## src/rtl/imem_loader.sv

```systemverilog
// imem_loader: assembles a little-endian byte stream into instruction words,
// writes them from address 0 and holds the core in reset until the load is done.
module imem_loader #(
  parameter int ADDR_WIDTH = 10
) (
  input  logic                  clk,
  input  logic                  rst,
  input  logic [7:0]            in_data,
  input  logic                  in_valid,
  output logic                  in_ready,
  input  logic                  reload,
  output logic                  mem_we,
  output logic [ADDR_WIDTH-1:0] mem_addr,
  output logic [31:0]           mem_wdata,
  output logic                  cpu_rst_n,
  output logic                  done,
  output logic                  error,
  output logic [ADDR_WIDTH:0]   words_loaded
);
  localparam logic [31:0] DEPTH = 32'd1 << ADDR_WIDTH;
  typedef enum logic [2:0] {HDR, DATA, WRITE, DONE, ERR} state_t;
  state_t state;
  logic [1:0] idx;
  logic [31:0] word;
  logic [31:0] full;
  logic [ADDR_WIDTH:0] cnt;
  logic [ADDR_WIDTH:0] wl_next;
  logic take;
  assign take = in_valid && in_ready;
  // header and data words share one shift register; bytes enter at the top so byte0 lands in 7:0
  assign full = {in_data, word[31:8]};
  assign wl_next = words_loaded + {{ADDR_WIDTH{1'b0}}, 1'b1};
  assign in_ready = state == HDR || state == DATA;
  assign mem_we = state == WRITE;
  assign mem_addr = words_loaded[ADDR_WIDTH-1:0];
  assign mem_wdata = word;
  assign done = state == DONE;
  assign error = state == ERR;
  assign cpu_rst_n = state == DONE;
  always_ff @(posedge clk or posedge rst) begin
    if (rst) begin
      state <= HDR;
      idx <= 2'd0;
      word <= 32'd0;
      cnt <= '0;
      words_loaded <= '0;
    end else begin
      case (state)
        HDR: if (take) begin
          idx <= idx + 2'd1;
          word <= full;
          if (idx == 2'd3) begin
            cnt <= full[ADDR_WIDTH:0];
            state <= full == 32'd0 ? DONE : full > DEPTH ? ERR : DATA;
          end
        end
        DATA: if (take) begin
          idx <= idx + 2'd1;
          word <= full;
          if (idx == 2'd3) state <= WRITE;
        end
        WRITE: begin
          words_loaded <= wl_next;
          state <= wl_next == cnt ? DONE : DATA;
        end
        DONE, ERR: if (reload) begin
          state <= HDR;
          idx <= 2'd0;
          word <= 32'd0;
          cnt <= '0;
          words_loaded <= '0;
        end
        default: state <= HDR;
      endcase
    end
  end
endmodule

```

## config.mk

```make
export PLATFORM = sky130hd
export DESIGN_NAME = imem_loader
export DESIGN_NICKNAME = d
export VERILOG_FILES = /design/src/rtl/imem_loader.sv
export SDC_FILE = /design/constraint.sdc
export NUM_CORES = 1
export LEC_CHECK = 0
export CELL_PAD_IN_SITES_DETAIL_PLACEMENT = 1
export CELL_PAD_IN_SITES_GLOBAL_PLACEMENT = 2
export CORE_ASPECT_RATIO = 1.25
export CORE_UTILIZATION = 32
export CTS_BUF_LIST = sky130_fd_sc_hd__clkbuf_8
export DETAILED_ROUTE_END_ITERATION = 10
export PLACE_DENSITY_LB_ADDON = 0.25
export SYNTH_ARGS = -nofsm -noshare
export SYNTH_HDL_FRONTEND = slang
export SYNTH_SLANG_ARGS = --single-unit
```

## constraint.sdc

```tcl
create_clock -name clk -period 2.4 [get_ports clk]
set_input_delay 0.72 -clock clk [delete_from_list [all_inputs] [get_ports clk]]
set_output_delay 0.72 -clock clk [all_outputs]
set_load 0.05 [all_outputs]
```

==> key figures, run 1 <==
Global route
  – First-pass GRT wire length: around 13 mm
  – Total GRT Usage: 0.186
  – Pin count of the biggest net entering global routing: 60
  – GRT overflow: 0
  – Initial antenna violation count: 0
  – Number of global-route vias before repair: ~2600

Flow run
  – Max-cap violations: 0

STA
  – Final Setup Violations: 0
  – Hold Vio Cnt, Final: 0
  – Final period util: 0.978
  – RSZ-0062 raised after global routing: no
  – Min Tclk post-route: around 2300 ps
  – Setup Total Neg Slack: 0 ps
  – Fmax: 426 MHz
  – Slew @ Worst Pin: 546 ps
  – Setup ws final: about 54 ps
  – Clock skew: approximately 9.7 ps
  – Worst slew margin: 0.636
  – Slew Viols, Final: 0

Critical path
  – Worst path required time: ~1700 ps
  – Setup slack, reg-to-reg: ~330 ps
  – CP max stage delay: around 840 ps
  – Crit-path max FO: 5
  – Crit path from: mem_wdata[10]
  – CP Cell Sequence: clkdlybuf4s50_1
  – CP Data Arrival Time: about 1600 ps
  – Critical Path Start Type: register
  – Buf+Inv Stages, Crit Path: 1
  – Worst Setup EP: mem_wdata[10]
  – Critical path type: reg -> out
  – Worst reg-to-reg path cell count: 7
  – Slowest-stage cell, CP: clkdlybuf4s50_1
  – Crit path max-delay family: buffers and inverters
  – Critical Path End Type: output pin
  – RR Endpoint: state[1]
  – Worst reg2reg path startpoint: words_loaded[0]
  – WP depth: 1

Finish
  – Fin area: 3990 um2
  – Commonest non-fill, non-tap cell in the layout: dfrtp_1
  – NumNets Final: between 300 and 400
  – Inserted Diodes: 0
  – Layout cells sized above 1: 0.174
  – Most frequent cells in the layout: 59 x dfrtp_1, 42 x clkdlybuf4s50_1, 35 x buf_4, 34 x a22o_1, 33 x nand2_1
  – Area grow syn2layout: 34.5%

Pwr
  – Logic pwr share: 0.550
  – NetSw: 3.11 mW
  – P_leak: 1.82 nW
  – Sequential power share: 0.289
  – Clk pwr share: 0.161
  – Total internal power: 3.29 mW
  – Sw Share: 0.486
  – Worst VDD drop: 814 uV
  – Power Density: about 1600 nW/um2

Detailed routing
  – Vias: around 2500
  – Routed vias/inst: roughly 5
  – # DRC: 0
  – Drt first pass iters: 4
  – Routed len/inst: ~17 um
  – Initial DRC Count: between 60 and 70
  – Routed Antenna Nets: 0
  – Routed WL: about 8.3 mm

Worst hold path
  – HP Class: reg -> reg

Synthesis
  – EDFF count, synth: 0
  – Biggest area consumer among synthesized cells: dfrtp_1
  – Warnings, synthesis: 0
  – Asr flop ratio synth: 1.00
  – Synthesized instance count: 290
  – Predominant post-synthesis flop cell: dfrtp_1
  – Number of library cell types mapped by synthesis: 50
  – Register bit total from synthesis: 59
  – Post-synth top area share: 0.498
  – Post-Syn Area: between 2000 and 3000 um2
  – Syn_area_per_cell: 10.2 um2
  – Synth top area cells: dfrtp_1 50%, a22o_1 10%, nand2_1 4.2%, o21ai_0 4.1%, buf_4 2.8%
  – Net Count, Synth: roughly 300
  – Register area share after synthesis: 0.498

Placement
  – GP Congestion: around 0.8
  – PortBufs: slightly below 70
  – DP Wirelength: roughly 5.9 mm
  – Dpl cell area: about 3700 um2
  – DP Worst Slack: approximately 39 ps

Run status
  – Outcome: completed

Clocking
  – Clock root cell: clkbuf_8
  – Setup Buffers After CTS: 0
  – CTS buffer count: 9
  – CTS HTree Levels: 3
  – CTS tree: built
  – Clock sinks: 59
  – Max Root-Sink Buffers: 2
  – Clk pin slew, worst setup/hold paths: 70 ps
  – CTS Hold Buffers Added: 0
  – Clk_lat worst skew: between 300 and 400 ps
  – Post-CTS sizing: 0

Floorplanning
  – Ports: 70
  – FP Rows: 38
  – Die X: just under 90 um
  – Die area: 9650 um2
  – Core ar.: roughly 9000 um2
  – Initial Utilization: 0.335
  – Die Span Y: 110 um
==> flip-flops by register name (all words and copies together) (netlist names) <==
register	count
mem_wdata	32
cnt	11
words_loaded	11
state	3
idx	2
==> Yosys cell counts (all sizes together) (2+ instances only) <==
cell type / n
nor2: 18
nand4: 2
o21a: 2
inv: 5
nand2: 33
nor4: 7
o31ai: 6
clkbuf: 6
and2: 4
ha: 2
dfrtp: 59
nand3: 9
a21oi: 6
nor2b: 3
a211oi: 2
a22o: 34
or3: 2
buf: 24
and3: 3
o21ai: 25
xnor2: 8
nor3: 4
o41ai: 2
xor2: 5
o22ai: 2
==> metal layers <==
metal | part of all wire | vias up | track usage
met5 | 0 | - | 0
met4 | 0.014 | 0 | 0.0726
met3 | 0.042 | 10 | 0.0390
met2 | 0.50 | 59 | 0.313
met1 | 0.45 | 1223 | 0.233
li1 | - | 1179 | -
==> cell type report <==
cell class	instances	area, um2
tap	120	150
multi-input combinational	195	1260
clock buffer	11	151
fill	1017	4860
sequential	59	1480
inverter	6	22.5
timing repair buffer	87	846
clock inverter	4	73.8
==> power groups by stage <==
stage / clock network, mW / logic, mW / registers, mW
5_1_grt: 1.11 / 3.73 / 1.92
4_1_cts: 1.06 / 3.57 / 1.87
3_3_place_gp: 0 / 3.51 / 1.87
3_5_place_dp: 0 / 3.55 / 1.88
2_1_floorplan: 0 / 1.51 / 2.73
6_report: 1.03 / 3.52 / 1.85
==> through the flow <==
| step | cells | total power, mW | util | hold WS, ps |
|---|---|---|---|---|
| 4_1_cts | 482 | 6.50 | 0.449 | 510 |
| 5_1_grt | 482 | 6.76 | 0.451 | 535 |
| 2_1_floorplan | 290 | 4.24 | - | 469 |
| 3_5_place_dp | 467 | 5.42 | 0.424 | 490 |
| 6_report | 482 | 6.40 | 0.451 | 504 |
| 3_3_place_gp | 467 | 5.38 | 0.424 | 492 |
==> how the worst min path moves through the flow <==
stage / start / endpoint / cells past startpoint
after detailed placement: mem_wdata[3] / mem_wdata[3] / 1
final: cnt[2] / cnt[2] / 2
after floorplan: cnt[7] / cnt[7] / 2
after global placement: cnt[1] / cnt[1] / 2
after global routing: mem_wdata[2] / mem_wdata[2] / 1
after CTS: mem_wdata[3] / mem_wdata[3] / 1
==> logic make-up (layout without fill, tap and decap cells) <==
logic type / after synthesis / after routing / synth area share
buffers and inverters: 36 / 108 / 0.0747
adders and majority gates: 2 / 2 / 0.00844
muxes: 2 / 2 / 0.00718
xor gates and xnor gates: 13 / 13 / 0.0384
AOI/OAI and AO/OA: 90 / 90 / 0.228
and+or+nand+nor: 88 / 88 / 0.144
DFF: 59 / 59 / 0.498
Note: power is estimated with default switching activity, not from simulation.
==> run 2, diff against run 1 <==
--- a/config.mk
+++ b/config.mk
@@ -5,6 +5,7 @@
 export SDC_FILE = /design/constraint.sdc
 export NUM_CORES = 1
 export LEC_CHECK = 0
+export ABC_AREA = 0
 export CELL_PAD_IN_SITES_DETAIL_PLACEMENT = 1
 export CELL_PAD_IN_SITES_GLOBAL_PLACEMENT = 2
 export CORE_ASPECT_RATIO = 1.25
==> results of run 2 <==
Final layout, timing and power as in run 1 (identical DEF).
